$ cat config.mk
export PLATFORM = sky130hd
export DESIGN_NAME = mult32x32_fast_fsm
export DESIGN_NICKNAME = d
export VERILOG_FILES = /design/src/rtl/mult32x32_fast_fsm.sv
export SDC_FILE = /design/constraint.sdc
export NUM_CORES = 1
export LEC_CHECK = 0
export CAP_MARGIN = 0
export CORE_AREA = 2 2 39 41
export DETAILED_ROUTE_END_ITERATION = 10
export DIE_AREA = 0 0 41 43
export GPL_TIMING_DRIVEN = 1
export PLACE_DENSITY_LB_ADDON = 0.05
export SLEW_MARGIN = 20
export SYNTH_ARGS = -nofsm -noshare
export SYNTH_HDL_FRONTEND = slang
export SYNTH_SLANG_ARGS = --single-unit
export TNS_END_PERCENT = 10
$ cat constraint.sdc
create_clock -name clk -period 3.1 [get_ports clk]
set_input_delay 0.62 -clock clk [delete_from_list [all_inputs] [get_ports clk]]
set_output_delay 0.62 -clock clk [all_outputs]
set_load 0.005 [all_outputs]
$ cat src/rtl/mult32x32_fast_fsm.sv
// Control FSM for the fast 32x32 multiplier: steps the datapath through 16x16 partial
// products, skipping those whose operand MSW is known to be zero when FAST_EN is set.
module mult32x32_fast_fsm #(
  parameter int FAST_EN = 1
) (
  input  logic       clk,
  input  logic       reset,
  input  logic       start,
  input  logic       a_msw_is_0,
  input  logic       b_msw_is_0,
  output logic       busy,
  output logic       done,
  output logic       a_sel,
  output logic       b_sel,
  output logic [1:0] shift_sel,
  output logic       upd_prod,
  output logic       clr_prod
);

  typedef enum logic [2:0] {
    IDLE = 3'd0,
    A0B0 = 3'd1,
    A1B0 = 3'd2,
    A0B1 = 3'd3,
    A1B1 = 3'd4
  } state_t;

  state_t state;
  state_t next_state;
  logic   a_zero;
  logic   b_zero;

  // With FAST_EN off the flags are ignored, giving the plain four-step sequence.
  assign a_zero = (FAST_EN != 0) && a_msw_is_0;
  assign b_zero = (FAST_EN != 0) && b_msw_is_0;

  function automatic state_t step(input state_t s, input logic go,
                                  input logic az, input logic bz);
    case (s)
      IDLE:    step = go ? A0B0 : IDLE;
      A0B0:    step = !az ? A1B0 : (!bz ? A0B1 : IDLE);
      A1B0:    step = !bz ? A0B1 : IDLE;
      A0B1:    step = !az ? A1B1 : IDLE;
      default: step = IDLE;
    endcase
  endfunction

  assign next_state = step(state, start, a_zero, b_zero);

  // Outputs are registered from the upcoming state so they line up with it exactly.
  always_ff @(posedge clk or posedge reset) begin
    if (reset) begin
      state     <= IDLE;
      busy      <= 1'b0;
      done      <= 1'b0;
      a_sel     <= 1'b0;
      b_sel     <= 1'b0;
      shift_sel <= 2'd0;
      upd_prod  <= 1'b0;
    end else begin
      state     <= next_state;
      busy      <= next_state != IDLE;
      upd_prod  <= next_state != IDLE;
      a_sel     <= next_state inside {A1B0, A1B1};
      b_sel     <= next_state inside {A0B1, A1B1};
      shift_sel <= (next_state == A1B1) ? 2'd2 :
                   (next_state inside {A1B0, A0B1}) ? 2'd1 : 2'd0;
      done      <= (state inside {A0B0, A1B0, A0B1, A1B1}) && (next_state == IDLE);
    end
  end

  // Product is cleared on the same edge that launches a run.
  assign clr_prod = !reset && (state == IDLE) && start;

endmodule
After elaboration in Yosys (flattened, before gate mapping)
Index checks and enable logic that the tools add are counted.

operators by class
  reduce and logical (&&, ||, !) cells = 11
  eq/ne operators = 7
  mux-type cells = 7

operators by type and width
  cell                  count
  $eq A3 B2 Y1 const B  4
  $pmux W3 S4           1
  $eq A3 B3 Y1 const B  2
  $logic_not A3 Y1      2
  $mux W3               2
  $reduce_bool A2 Y1    3
  $mux W2               2
  $reduce_bool A4 Y1    1
  $eq A3 B1 Y1 const B  1
  $logic_and A1 B1 Y1   3
  $reduce_bool A3 Y1    1
  $mux W1               2
  $logic_not A1 Y1      1

storage, ports and cells
  word-level logic and storage cells = 31
  register bits after elaboration = 9

Depth between registers and ports, before layout
  depth in word-level cells = 7
  depth in mapped cells = 3

Worst setup path before layout
No wires, ideal clock.

  path kind = in2out
  start point = input reset
  end point = output clr_prod
  slack = 1.640 ns
  data required time = 2.480 ns
  cell stages on the path = 2
  data arrival time = 0.840 ns
  path through = nor2_1 -> and3_1

on the way
  longest elaborated chain between the ends = 3

RTL lines
  item                               RTL line  source
  from (decl)                        7         input logic reset,
  $logic_not A1 Y1                   73        assign clr_prod = !reset && (state == IDLE) && start;
  $logic_and A1 B1 Y1 (2 in series)  73
  to (decl)                          17        output logic clr_prod

No other way between the ends.

Worst setup path in the final report
Ends and elaborated chain as after synthesis.

==> flow_metrics.env <==
export IMPL_status="finished, final reports clean"
export IMPL_maxCapViolCount=0
export IMPL_synthCells=38
export IMPL_ant_nets=0
export IMPL_powerDensity_nw_per_um2=838
export IMPL_synth_simple_gate_area_share_pct=24.2
export IMPL_grt_pass1_wl_um=1170
export IMPL_vias_per_cell=4.50
export IMPL_dpl_hpwl_um=565
export IMPL_grt_antenna_before_repair=0
export IMPL_hold_violations=0
export IMPL_start_util_pct=29.1
export IMPL_area_growth_pct=38.5
export IMPL_htreeDepth=1
export IMPL_synth_fa_ha_area_share_pct=0
export IMPL_rsz0062_at_grt="no"
export IMPL_synth_cell_types=19
export IMPL_clkLatencyLatePin_ns=0.26
export IMPL_die_y_um=43
export IMPL_p_leak_nw=0.250
export IMPL_wl_per_cell_um=10.6
export IMPL_grt_pass1_vias=295
export IMPL_path_class="in -> out"
export IMPL_fin_tns_setup_ns=0
export IMPL_grt_remaining_overflow=0
export IMPL_cts_tree="built"
export IMPL_yosysSeqAreaShare_pct=55.9
export IMPL_synth_top_family_by_area="simple AND/OR/NAND/NOR gates"
export IMPL_hp_class="in -> async"
export IMPL_track_usage_pct=10.2
export IMPL_grt_start_max_net_pins=10
export IMPL_worstPathArrival_ns=1.76
export IMPL_total_power_w=0.000468
export IMPL_route_vias_total=306
export IMPL_ys_ff_latch=9
export IMPL_cts_setup_buffers=0
export IMPL_postCtsHoldBufs=0
export IMPL_min_period_ns=2.38
export IMPL_core_area_um2=1380
export IMPL_whs_ns=0.641
export IMPL_io_pins=13
export IMPL_post_cts_resized=0
export IMPL_die_area_um2=1760
export IMPL_syn_area_um2=403
export IMPL_p_sw_w=0.000141
export IMPL_switching_share_pct=30.2
export IMPL_pwr_share_seq_pct=43.2
export IMPL_setup_viol=0
export IMPL_die_x_um=41
export IMPL_pwr_share_clk_pct=18.6
export IMPL_yosysWarnings=0
export IMPL_firstDrtPassIters=4
export IMPL_layout_drive_gt1_share_pct=15.4
export IMPL_timing_fmax_mhz=420
export IMPL_critPathMaxFanout=2
export IMPL_grt_util_met3_pct=3.14
export IMPL_grt_busiest_layer="met2"
export IMPL_clock_sinks=9
export IMPL_numCtsBuffers=3
export IMPL_drt_iter0_drc=5
export IMPL_startpoint_type="input pin"
export IMPL_gp_congestion=0.707
export IMPL_final_max_slew_viol_count=0
export IMPL_synth_compound_area_share_pct=12.1
export IMPL_cellInternalPower_w=0.000326
export IMPL_wl_um=718
export IMPL_use_met1_pct=12.7
export IMPL_nFillCells=139
export IMPL_clkTransAtPathRegs_ns=0.06
export IMPL_r2r_start="state[1]$_DFF_PP0_"
export IMPL_syn_num_nets=43
export IMPL_required_ns=2.48
export IMPL_worst_r2r_endpoint="state[0]$_DFF_PP0_"
export IMPL_ir_worst_vdd_mv=0.378
export IMPL_drc=0
export IMPL_synth_area_mux_share_pct=3.73
export IMPL_row_count=14
export IMPL_port_buffers=12
export IMPL_rr_worst_depth=3
export IMPL_fin_nets=58
export IMPL_cts_root_buf="clkbuf_4"
export IMPL_clock_path_buffers=2
export IMPL_worstSetupEndpointType="output port"
export IMPL_slew_headroom_pct=78.2
export IMPL_met2_usage_pct=13.8
export IMPL_reg2reg_slack_ns=2.01
export IMPL_skew_ns=0.00549
export IMPL_crit_start="reset"
export IMPL_syn_area_per_cell_um2=10.6
export IMPL_synth_xor_area_share_pct=0
export IMPL_crit_end="clr_prod"
export IMPL_finalCritPeriodShare_pct=76.8
export IMPL_combPwrFrac_pct=38.2
export IMPL_diodes=0
export IMPL_worstMarginPinSlew_ns=0.327
power groups by stage:
stage | combinational, W | sequential (W) | clock, W
final | 0.000178 | 0.000202 | 0.0000869
after global routing | 0.000201 | 0.000210 | 0.0000972
after CTS | 0.000181 | 0.000202 | 0.0000905
after detailed placement | 0.000181 | 0.000205 | 0
after floorplan | 0.0000967 | 0.000196 | 0
after global placement | 0.000179 | 0.000200 | 0
cells by family after synthesis:
kind of cell / Yosys count
buffers and inverters: 3
muxes: 1
DFF: 9
and+or+nand+nor: 17
AOI/OAI and AO/OA: 8
synth_stat cells:
cell type	n	share of area [%]
o21ai_2	1	2.2
and2_1	2	3.1
a21oi_1	4	5.0
and3_1	1	1.6
inv_1	1	0.93
nor2b_1	1	1.6
a21o_2	1	2.2
nor3b_2	1	3.1
buf_4	1	1.9
nand2_1	5	4.7
o21ai_1	1	1.2
nand3b_1	2	3.7
or2_1	1	1.6
dfrtp_1	9	56
a31oi_1	1	1.6
mux2_4	1	3.7
buf_2	1	1.2
nand2b_1	2	3.1
nor2_1	2	1.9
sequential cells by signal, summed over array words and instances (netlist names):
signal and count:
done 1, a_sel 1, upd_prod 1, shift_sel 2, b_sel 1, state 3
routing by layer:
layer,up-vias,share of wire (%)
met4,0,0
li1,156,-
met2,11,47
met3,0,9.2
met5,-,0
met1,139,43
critical path, stage by stage:
cell and delay, ns:
clkdlybuf4s50_1 0.42, nor2_1 0.08, and3_1 0.15, clkdlybuf4s50_1 0.49
through the flow:
step,utilization [%],setup WS (ns),instance area [um2],std cells
floorplan,-,1.64,403,38
global placement,38.3,0.727,531,64
detailed placement,38.3,0.717,531,64
finish,40.3,0.718,558,68
global route,40.3,0.643,558,68
CTS,40.3,0.711,558,68
final cells by class:
type / instances / area, um2 / share of cell area [%]
clock buffers: 3 / 22.5 / 4.04
clock inverters: 1 / 5.00 / 0.897
flip-flops and latches: 9 / 225 / 40.4
well taps: 16 / 20.0 / 3.59
multi-input cells: 26 / 161 / 28.9
inverters: 1 / 3.75 / 0.673
repair buffers: 12 / 120 / 21.5
layout by cell type, fill, tap and decap left out:
cell | netlist | layout
clkdlybuf4s50_1 | 0 | 12
dfrtp_1 | 9 | 9
nand2_1 | 5 | 5
a21oi_1 | 4 | 4
clkbuf_4 | 0 | 3
nand2b_1 | 2 | 2
nand3b_1 | 2 | 2
and2_1 | 2 | 2
nor2_1 | 2 | 2
or2_1 | 1 | 1
nor2b_1 | 1 | 1
a21o_2 | 1 | 1
nor3b_2 | 1 | 1
o21ai_1 | 1 | 1
a31oi_1 | 1 | 1
mux2_4 | 1 | 1
o21ai_2 | 1 | 1
and3_1 | 1 | 1
inv_1 | 1 | 1
clkinv_2 | 0 | 1
how the worst min path moves through the flow:
stage	cells past startpoint	end	slack [ns]	from
floorplan	1	a_sel$_DFF_PP0_	0.45	reset
finish	2	state[2]$_DFF_PP0_	0.64	reset
global route	2	b_sel$_DFF_PP0_	0.68	reset
detailed placement	1	state[0]$_DFF_PP0_	0.63	state[2]$_DFF_PP0_
global placement	2	upd_prod$_DFF_PP0_	0.63	state[0]$_DFF_PP0_
CTS	2	state[2]$_DFF_PP0_	0.65	reset
No activity file was read; power rests on OpenSTA's default activity.
